--- src/rtl/scoreboard_hazard_unit_pkg.sv ---
// Shared types and defaults for the decode/issue hazard unit.
// Functional units, stall causes, and pipeline depth defaults.
package scoreboard_hazard_unit_pkg;

  localparam int DEF_MUL_LATENCY = 5;
  localparam int DEF_ROB_DEPTH   = 16;

  typedef enum logic [1:0] {
    UNIT_ALU  = 2'd0,
    UNIT_LOAD = 2'd1,
    UNIT_MUL  = 2'd2
  } unit_e;

  typedef enum logic [1:0] {
    CAUSE_NONE = 2'd0,
    CAUSE_ROB  = 2'd1,
    CAUSE_RAW  = 2'd2,
    CAUSE_WB   = 2'd3
  } stall_cause_e;

  // Only long-latency results need a scoreboard entry; ALU results are forwarded.
  function automatic logic unit_is_tracked(unit_e u);
    return (u == UNIT_LOAD) || (u == UNIT_MUL);
  endfunction

endpackage

--- src/rtl/scoreboard_hazard_unit_if.sv ---
// Decode, write-back, MEM/ALU status and hazard-unit response bundle.
// master drives decode/pipeline status, slave is the hazard unit.
interface scoreboard_hazard_unit_if #(
  parameter int REGISTER_WIDTH = 5,
  parameter int NUM_REGS       = 32,
  parameter int CNT_WIDTH      = 32
) ();
  import scoreboard_hazard_unit_pkg::*;

  logic                      dec_valid;
  unit_e                     dec_unit;
  logic [REGISTER_WIDTH-1:0] dec_rs1;
  logic                      dec_rs1_needed;
  logic [REGISTER_WIDTH-1:0] dec_rs2;
  logic                      dec_rs2_needed;
  logic [REGISTER_WIDTH-1:0] dec_rd;
  logic                      dec_rd_wr_en;
  logic                      wb_valid;
  logic [REGISTER_WIDTH-1:0] wb_reg;
  logic                      mem_busy;
  logic                      mem_done;
  logic                      alu_branch_taken;
  logic                      alu_is_jump;
  logic                      rob_commit;

  logic                      issue;
  logic                      stall_decode;
  logic                      stall_fetch;
  logic                      stall_mem;
  logic                      flush;
  logic                      alu_bubble;
  logic                      ex_bubble;
  logic                      rob_full;
  logic [NUM_REGS-1:0]       pending;
  logic [CNT_WIDTH-1:0]      stall_cnt_rob;
  logic [CNT_WIDTH-1:0]      stall_cnt_raw;
  logic [CNT_WIDTH-1:0]      stall_cnt_wb;

  modport master (
    output dec_valid, dec_unit, dec_rs1, dec_rs1_needed, dec_rs2, dec_rs2_needed,
           dec_rd, dec_rd_wr_en, wb_valid, wb_reg, mem_busy, mem_done,
           alu_branch_taken, alu_is_jump, rob_commit,
    input  issue, stall_decode, stall_fetch, stall_mem, flush, alu_bubble, ex_bubble,
           rob_full, pending, stall_cnt_rob, stall_cnt_raw, stall_cnt_wb
  );

  modport slave (
    input  dec_valid, dec_unit, dec_rs1, dec_rs1_needed, dec_rs2, dec_rs2_needed,
           dec_rd, dec_rd_wr_en, wb_valid, wb_reg, mem_busy, mem_done,
           alu_branch_taken, alu_is_jump, rob_commit,
    output issue, stall_decode, stall_fetch, stall_mem, flush, alu_bubble, ex_bubble,
           rob_full, pending, stall_cnt_rob, stall_cnt_raw, stall_cnt_wb
  );

endinterface

--- src/rtl/scoreboard_hazard_unit_sat_counter.sv ---
// Saturating event counter with enable; cleared asynchronously by rst_ni.
// Latency 1 cycle from enable to count; holds at all-ones, never wraps.
module hazard_sat_counter #(
  parameter int CNT_WIDTH = 32
) (
  input  logic                 clk_i,
  input  logic                 rst_ni,
  input  logic                 en,
  output logic [CNT_WIDTH-1:0] cnt
);

  always_ff @(posedge clk_i or negedge rst_ni) begin
    if (!rst_ni) begin
      cnt <= '0;
    end else if (en && (cnt != '1)) begin
      cnt <= cnt + CNT_WIDTH'(1);
    end
  end

endmodule

--- src/rtl/scoreboard_hazard_unit.sv ---
// Decode/issue hazard unit: scoreboard, WB-slot reservation, ROB credits, stall counters.
// Issue decision is combinational in the decode cycle; stalls hold decode/fetch, the MUL pipe never stalls.
module scoreboard_hazard_unit
  import scoreboard_hazard_unit_pkg::*;
#(
  parameter int REGISTER_WIDTH = 5,
  parameter int NUM_REGS       = 2**REGISTER_WIDTH,
  parameter int MUL_LATENCY    = DEF_MUL_LATENCY,
  parameter int ROB_DEPTH      = DEF_ROB_DEPTH,
  parameter int CNT_WIDTH      = 32
) (
  input  logic                    clk_i,
  input  logic                    rst_ni,
  scoreboard_hazard_unit_if.slave bus
);

  localparam int ROB_W = $clog2(ROB_DEPTH + 1);

  logic [NUM_REGS-1:0]  pending_q, pending_d;
  logic [MUL_LATENCY:0] res_q, res_d;
  logic [ROB_W-1:0]     rob_cnt_q, rob_cnt_d;

  logic         flush, rs1_haz, rs2_haz, raw, wb_conf, rob_full;
  logic         stall, issue, set_pend, commit_ok;
  stall_cause_e cause;

  always_comb begin
    flush    = bus.alu_branch_taken | bus.alu_is_jump;
    rs1_haz  = bus.dec_rs1_needed && (bus.dec_rs1 != '0) && pending_q[bus.dec_rs1];
    rs2_haz  = bus.dec_rs2_needed && (bus.dec_rs2 != '0) && pending_q[bus.dec_rs2];
    raw      = bus.dec_valid && (rs1_haz || rs2_haz);
    // res[1] means the slot one cycle after an ALU issue is already promised to a MUL.
    wb_conf  = bus.dec_valid && (bus.dec_unit == UNIT_ALU) && res_q[1];
    rob_full = (rob_cnt_q == ROB_W'(ROB_DEPTH));
    stall    = bus.dec_valid && !flush && (rob_full || raw || wb_conf);
    issue    = bus.dec_valid && !flush && !stall;
  end

  always_comb begin
    cause = CAUSE_NONE;
    if (stall) begin
      if (rob_full)  cause = CAUSE_ROB;
      else if (raw)  cause = CAUSE_RAW;
      else           cause = CAUSE_WB;
    end
  end

  always_comb begin
    pending_d = pending_q;
    if (bus.wb_valid) pending_d[bus.wb_reg] = 1'b0;
    set_pend = issue && bus.dec_rd_wr_en && (bus.dec_rd != '0) && unit_is_tracked(bus.dec_unit);
    if (set_pend) pending_d[bus.dec_rd] = 1'b1;
    pending_d[0] = 1'b0;

    res_d = res_q >> 1;
    if (issue && (bus.dec_unit == UNIT_ALU)) res_d[0] = 1'b1;
    if (issue && (bus.dec_unit == UNIT_MUL)) res_d[MUL_LATENCY-1] = 1'b1;

    commit_ok = bus.rob_commit && (rob_cnt_q != '0);
    rob_cnt_d = rob_cnt_q;
    if (issue && !commit_ok)      rob_cnt_d = rob_cnt_q + ROB_W'(1);
    else if (!issue && commit_ok) rob_cnt_d = rob_cnt_q - ROB_W'(1);
  end

  always_ff @(posedge clk_i or negedge rst_ni) begin
    if (!rst_ni) begin
      pending_q <= '0;
      res_q     <= '0;
      rob_cnt_q <= '0;
    end else begin
      pending_q <= pending_d;
      res_q     <= res_d;
      rob_cnt_q <= rob_cnt_d;
    end
  end

  hazard_sat_counter #(.CNT_WIDTH(CNT_WIDTH)) u_cnt_rob (
    .clk_i (clk_i), .rst_ni (rst_ni), .en (cause == CAUSE_ROB), .cnt (bus.stall_cnt_rob)
  );
  hazard_sat_counter #(.CNT_WIDTH(CNT_WIDTH)) u_cnt_raw (
    .clk_i (clk_i), .rst_ni (rst_ni), .en (cause == CAUSE_RAW), .cnt (bus.stall_cnt_raw)
  );
  hazard_sat_counter #(.CNT_WIDTH(CNT_WIDTH)) u_cnt_wb (
    .clk_i (clk_i), .rst_ni (rst_ni), .en (cause == CAUSE_WB), .cnt (bus.stall_cnt_wb)
  );

  // Combinational outputs are forced quiet while reset is held; MEM hold still follows mem_busy.
  assign bus.flush        = rst_ni & flush;
  assign bus.stall_decode = rst_ni & stall;
  assign bus.stall_fetch  = rst_ni & stall;
  assign bus.issue        = rst_ni & issue;
  assign bus.alu_bubble   = rst_ni & (!issue || (bus.dec_unit == UNIT_MUL));
  assign bus.ex_bubble    = rst_ni & (!issue || (bus.dec_unit != UNIT_MUL));
  assign bus.stall_mem    = bus.mem_busy | (rst_ni & bus.mem_done & res_q[0]);
  assign bus.rob_full     = rob_full;
  assign bus.pending      = pending_q;

`ifndef SYNTHESIS
  commit_underflow: assert property (@(posedge clk_i) disable iff (!rst_ni)
    !(bus.rob_commit && (rob_cnt_q == '0)));
`endif

endmodule
--- src/flat_wrapper.sv ---
// flat-port wrapper written by rule: the top's interface ports become plain ports
module scoreboard_hazard_unit_flat import scoreboard_hazard_unit_pkg::*;
#(
  parameter int REGISTER_WIDTH = 5,
  parameter int NUM_REGS       = 2**REGISTER_WIDTH,
  parameter int MUL_LATENCY    = DEF_MUL_LATENCY,
  parameter int ROB_DEPTH      = DEF_ROB_DEPTH,
  parameter int CNT_WIDTH      = 32
)
  (clk_i, rst_ni, bus_dec_valid, bus_dec_unit, bus_dec_rs1, bus_dec_rs1_needed, bus_dec_rs2, bus_dec_rs2_needed, bus_dec_rd, bus_dec_rd_wr_en, bus_wb_valid, bus_wb_reg, bus_mem_busy, bus_mem_done, bus_alu_branch_taken, bus_alu_is_jump, bus_rob_commit, bus_issue, bus_stall_decode, bus_stall_fetch, bus_stall_mem, bus_flush, bus_alu_bubble, bus_ex_bubble, bus_rob_full, bus_pending, bus_stall_cnt_rob, bus_stall_cnt_raw, bus_stall_cnt_wb);
  scoreboard_hazard_unit_if #(.REGISTER_WIDTH(REGISTER_WIDTH), .NUM_REGS(NUM_REGS), .CNT_WIDTH(CNT_WIDTH)) bus_i ();
  input  logic clk_i;
  input  logic rst_ni;
  input wire logic [$bits(bus_i.dec_valid)-1:0] bus_dec_valid;
  input wire logic [$bits(bus_i.dec_unit)-1:0] bus_dec_unit;
  input wire logic [$bits(bus_i.dec_rs1)-1:0] bus_dec_rs1;
  input wire logic [$bits(bus_i.dec_rs1_needed)-1:0] bus_dec_rs1_needed;
  input wire logic [$bits(bus_i.dec_rs2)-1:0] bus_dec_rs2;
  input wire logic [$bits(bus_i.dec_rs2_needed)-1:0] bus_dec_rs2_needed;
  input wire logic [$bits(bus_i.dec_rd)-1:0] bus_dec_rd;
  input wire logic [$bits(bus_i.dec_rd_wr_en)-1:0] bus_dec_rd_wr_en;
  input wire logic [$bits(bus_i.wb_valid)-1:0] bus_wb_valid;
  input wire logic [$bits(bus_i.wb_reg)-1:0] bus_wb_reg;
  input wire logic [$bits(bus_i.mem_busy)-1:0] bus_mem_busy;
  input wire logic [$bits(bus_i.mem_done)-1:0] bus_mem_done;
  input wire logic [$bits(bus_i.alu_branch_taken)-1:0] bus_alu_branch_taken;
  input wire logic [$bits(bus_i.alu_is_jump)-1:0] bus_alu_is_jump;
  input wire logic [$bits(bus_i.rob_commit)-1:0] bus_rob_commit;
  output wire logic [$bits(bus_i.issue)-1:0] bus_issue;
  output wire logic [$bits(bus_i.stall_decode)-1:0] bus_stall_decode;
  output wire logic [$bits(bus_i.stall_fetch)-1:0] bus_stall_fetch;
  output wire logic [$bits(bus_i.stall_mem)-1:0] bus_stall_mem;
  output wire logic [$bits(bus_i.flush)-1:0] bus_flush;
  output wire logic [$bits(bus_i.alu_bubble)-1:0] bus_alu_bubble;
  output wire logic [$bits(bus_i.ex_bubble)-1:0] bus_ex_bubble;
  output wire logic [$bits(bus_i.rob_full)-1:0] bus_rob_full;
  output wire logic [$bits(bus_i.pending)-1:0] bus_pending;
  output wire logic [$bits(bus_i.stall_cnt_rob)-1:0] bus_stall_cnt_rob;
  output wire logic [$bits(bus_i.stall_cnt_raw)-1:0] bus_stall_cnt_raw;
  output wire logic [$bits(bus_i.stall_cnt_wb)-1:0] bus_stall_cnt_wb;
  assign bus_i.dec_valid = bus_dec_valid;
  assign bus_i.dec_unit = bus_dec_unit;
  assign bus_i.dec_rs1 = bus_dec_rs1;
  assign bus_i.dec_rs1_needed = bus_dec_rs1_needed;
  assign bus_i.dec_rs2 = bus_dec_rs2;
  assign bus_i.dec_rs2_needed = bus_dec_rs2_needed;
  assign bus_i.dec_rd = bus_dec_rd;
  assign bus_i.dec_rd_wr_en = bus_dec_rd_wr_en;
  assign bus_i.wb_valid = bus_wb_valid;
  assign bus_i.wb_reg = bus_wb_reg;
  assign bus_i.mem_busy = bus_mem_busy;
  assign bus_i.mem_done = bus_mem_done;
  assign bus_i.alu_branch_taken = bus_alu_branch_taken;
  assign bus_i.alu_is_jump = bus_alu_is_jump;
  assign bus_i.rob_commit = bus_rob_commit;
  assign bus_issue = bus_i.issue;
  assign bus_stall_decode = bus_i.stall_decode;
  assign bus_stall_fetch = bus_i.stall_fetch;
  assign bus_stall_mem = bus_i.stall_mem;
  assign bus_flush = bus_i.flush;
  assign bus_alu_bubble = bus_i.alu_bubble;
  assign bus_ex_bubble = bus_i.ex_bubble;
  assign bus_rob_full = bus_i.rob_full;
  assign bus_pending = bus_i.pending;
  assign bus_stall_cnt_rob = bus_i.stall_cnt_rob;
  assign bus_stall_cnt_raw = bus_i.stall_cnt_raw;
  assign bus_stall_cnt_wb = bus_i.stall_cnt_wb;
  scoreboard_hazard_unit #(.REGISTER_WIDTH(REGISTER_WIDTH), .NUM_REGS(NUM_REGS), .MUL_LATENCY(MUL_LATENCY), .ROB_DEPTH(ROB_DEPTH), .CNT_WIDTH(CNT_WIDTH)) u_core (.clk_i(clk_i), .rst_ni(rst_ni), .bus(bus_i));
endmodule
--- config.mk ---
export PLATFORM = sky130hd
export DESIGN_NAME = scoreboard_hazard_unit_flat
export DESIGN_NICKNAME = d
export VERILOG_FILES = /design/src/rtl/scoreboard_hazard_unit_pkg.sv /design/src/rtl/scoreboard_hazard_unit_if.sv /design/src/rtl/scoreboard_hazard_unit_sat_counter.sv /design/src/rtl/scoreboard_hazard_unit.sv /design/src/flat_wrapper.sv
export SDC_FILE = /design/constraint.sdc
export NUM_CORES = 1
export LEC_CHECK = 0
export ABC_AREA = 1
export BUFFER_PORTS_ARGS = -buffer_cell sky130_fd_sc_hd__buf_2
export CORE_MARGIN = 5
export CORE_UTILIZATION = 50
export CTS_CLUSTER_SIZE = 10
export DETAILED_ROUTE_END_ITERATION = 16
export PLACE_DENSITY_LB_ADDON = 0.12
export RECOVER_POWER = 25
export SKIP_CTS_REPAIR_TIMING = 1
export SYNTH_ARGS = -nofsm -noshare
export SYNTH_HDL_FRONTEND = slang
export SYNTH_HIERARCHICAL = 1
export SYNTH_SLANG_ARGS = --single-unit
--- constraint.sdc ---
create_clock -name clk_i -period 4.95 [get_ports clk_i]
set_input_delay 0.7425 -clock clk_i [delete_from_list [all_inputs] [get_ports clk_i]]
set_output_delay 0.7425 -clock clk_i [all_outputs]
set_load 0.02 [all_outputs]
==> impl_summary.log <==
[metrics] type of the worst min-delay path: in2async
[metrics] CTS Buffer Depth: 2
[metrics] capturing point of the worst reg2reg path: u_core/rob_cnt_q[4]
[metrics] Reg2Reg Launch Point: u_core/rob_cnt_q[1]
[metrics] number of register bits inferred by synthesis: 137
[metrics] Congestion Overflow GR: 0
[metrics] aggregate routed wire length: between 20000 and 30000 microns
[metrics] most common cell after layout, fill and taps aside: nand2_1
[metrics] post-route fraction of the period consumed by the critical path: between 70% and 80%
[metrics] crit path DAT: ~2800 ps
[metrics] worst r2r path cells: 16
[metrics] element type at the critical path end: output pin
[metrics] biggest fanout along the worst timing path: 23
[metrics] Synth warnings: 6
[metrics] clock root buffer: clkbuf_16
[metrics] # nets final: roughly 1600
[metrics] RSZ-0062 raised after global routing: no
[metrics] run status: finished, violations left
[metrics] area delta synth->final: 15.55%
[metrics] Fin Setup TNS: 0 ps
[metrics] sinks on the clock net: around 140
[metrics] most frequent cells in the layout: 537 x nand2_1, 175 x nor2_1, 167 x buf_2
[metrics] number of hold violations in the final report: 0
[metrics] share of cells above drive strength 1: ~18%
[metrics] fraction of post-synthesis cell area in the top cell type by area: 35.46%
[metrics] TritonCTS clock tree: done
[metrics] total core area: between 0.015 and 0.02 sq mm
[metrics] Worst Skew: roughly 10 ps
[metrics] routed len/inst: approximately 15 microns
[metrics] via count of the first global-routing pass: approximately 9000
[metrics] effective utilization at floorplan: between 50% and 60%
[metrics] # DRC: 0
[metrics] max-slew headroom at the worst pin: -104.9%
[metrics] Maximum Capacitance Violations: 2
[metrics] slew at the pin closest to its max-slew limit: around 3100 ps
[metrics] total I/O pin count: 170
[metrics] Leak Pwr: 5.398 nW
[metrics] final critical-path setup slack: 1458 ps
[metrics] slack of the worst reg-to-reg path: 1850 ps
[metrics] number of levels the H-tree was split into: 4
[metrics] total of fill cells in the finished design: about 1900
[metrics] post-synth design cell area: between 0.009 and 0.01 sq mm
[metrics] maximum number of pins on one net before global-route repair: 57
[metrics] antenna violation net count after detailed routing: 0
[metrics] RePlAce Congestion: 0.9209
[metrics] antenna violations before repair: 0
[metrics] number of buffers added by the clock tree synthesis step: 17
[metrics] peak clock frequency supported by timing: about 290 MHz
[metrics] worst setup path start: bus_dec_rs2[0]
[metrics] Row Count: 50
[metrics] Distinct cells, synth: 39
[metrics] Max IR drop VDD: ~0.00023 V
[metrics] die extent in y: roughly 150 microns
[metrics] cell types occupying the most area after synthesis: dfrtp_1 35%, nand2_1 21%, nor2_1 6.8%, nand3_1 6.3%, inv_1 5.8%
[metrics] WP data required: approximately 4200 ps
[metrics] average cell area after synthesis: approximately 6.8 sq um
[metrics] Final Setup Violations: 0
[metrics] drt initial violations: between 700 and 800
[metrics] wire length of the first global-routing pass: around 46000 microns
[metrics] routed via count divided by cell count: 5.267
[metrics] part of the Yosys area used for sequential elements: 35.46%
[metrics] synthesized instance count: between 1000 and 1500
[metrics] kind of critical path: in2out
[metrics] cell taking the most area after synthesis: dfrtp_1
[metrics] Worst setup SP type: input port
[metrics] minimum setup slack after placement: about 1200 ps
[metrics] total count of max-transition violations in the final report: approximately 110
[metrics] violations in the final reports: capacitance limit, slew limit
[metrics] clock-pin transition on the worst setup and hold timing paths: 60 ps
[metrics] power density cells: a little under 300 mW/mm^2
[metrics] Synth Net Count: roughly 1500
[metrics] post-detailed-placement half-perimeter wirelength: 21060 microns
[metrics] IO buf count: 168
[metrics] antenna cells: 0
[metrics] total number of vias: 9786
[metrics] First-pass DRT Iterations: 5
[metrics] area of the die: 0.02221 sq mm
[metrics] overall routing resource usage: about a quarter
[metrics] Period minus WS final: 3492 ps
[metrics] clock latency on the worst-skew pair: ~420 ps
[metrics] overall die width: approximately 150 microns
[critical path, cell delays in order]
cell and delay (ps):
buf_2 330, inv_2 180, nand2_1 90, nand3_1 70, nand2_1 70, a21oi_1 40, nor2_1 110, nand2_1 70
nand3_1 90, nand2_2 80, nand2_4 90, nand3_1 180, o21ai_0 360, inv_1 70, buf_2 160
[per-layer routing]
metal | up-vias | track usage (%) | wire, microns
li1 | 4830 | - | -
met1 | 4577 | 35.42 | 12950
met2 | 341 | 40.53 | 12810
met3 | 38 | 3.981 | 1774
met4 | 0 | 7.506 | 495
met5 | - | 0 | 0
[per-stage QoR]
stage / instance area, sq um / hold WS (ps) / util, % / total power [mW] / instances
6_report: 11170 / 224.3 / 59.12 / 3.333 / 1858
5_1_grt: 11170 / 240.1 / 59.12 / 3.498 / 1858
3_5_place_dp: 10570 / 340.4 / 55.96 / 2.024 / 1828
3_3_place_gp: 10570 / 333.5 / 55.96 / 2.013 / 1828
4_1_cts: 11180 / 225.5 / 59.16 / 3.361 / 1858
2_1_floorplan: 9667 / 331.2 / - / 1.788 / 1424
[final cells by class]
class / instances / area [sq um] / share of cell area [%]
clock inverter: 7 / 116.4 / 1.042
multi-input combinational: 1105 / 5365 / 48.03
tap: 260 / 325.3 / 2.913
sequential: 137 / 3428 / 30.69
timing repair buffer: 171 / 862.1 / 7.718
clock buffer: 23 / 488.0 / 4.369
inverter: 155 / 584.3 / 5.231
[registers in the layout, summed over array words and instances, names as in the netlist]
name	cells
u_core/u_cnt_raw/cnt	32
u_core/u_cnt_rob/cnt	32
u_core/u_cnt_wb/cnt	32
u_core/bus.pending	31
u_core/res_q	5
u_core/rob_cnt_q	5
[kinds of logic after synthesis]
logic type,Yosys count,synth area share [%]
xor gates and xnor gates,30,2.718
other,1,0.03879
adders and majority gates,8,1.036
buffers and inverters,182,9.034
and+or+nand+nor,966,43.80
DFF,137,35.46
AOI/OAI and AO/OA,100,7.909
[synthesized netlist by cell type (all sizes together)]
cell      n
nand2   569
xnor2    24
clkbuf    1
o22ai     1
nand3   124
nand4    33
nand3b   24
a21oi    34
buf      26
nor4      1
a21boi    6
nor3     22
dfrtp   137
ha        8
xor2      6
conb      1
a31o      1
nor2    193
o311ai    1
o211ai    5
inv     155
o21bai   34
o21ai    18
[worst max-delay path by stage]
stage | cells after the start | to
6_report | 15 | bus_ex_bubble
5_1_grt | 2 | u_core/u_cnt_wb/cnt[22]
4_1_cts | 15 | bus_alu_bubble
3_5_place_dp | 22 | u_core/rob_cnt_q[4]
3_3_place_gp | 20 | u_core/u_cnt_wb/cnt[26]
2_1_floorplan | 20 | u_core/rob_cnt_q[4]
[report_power, final]
group	leakage, nW	switching [mW]	total (mW)	internal (mW)
registers	1.84	0.0996	1.32	1.22
logic	3.26	0.443	0.695	0.252
clock network	0.295	0.480	1.32	0.840
total	5.40	1.02	3.33	2.31
Note: power is estimated with default switching activity, not from simulation.
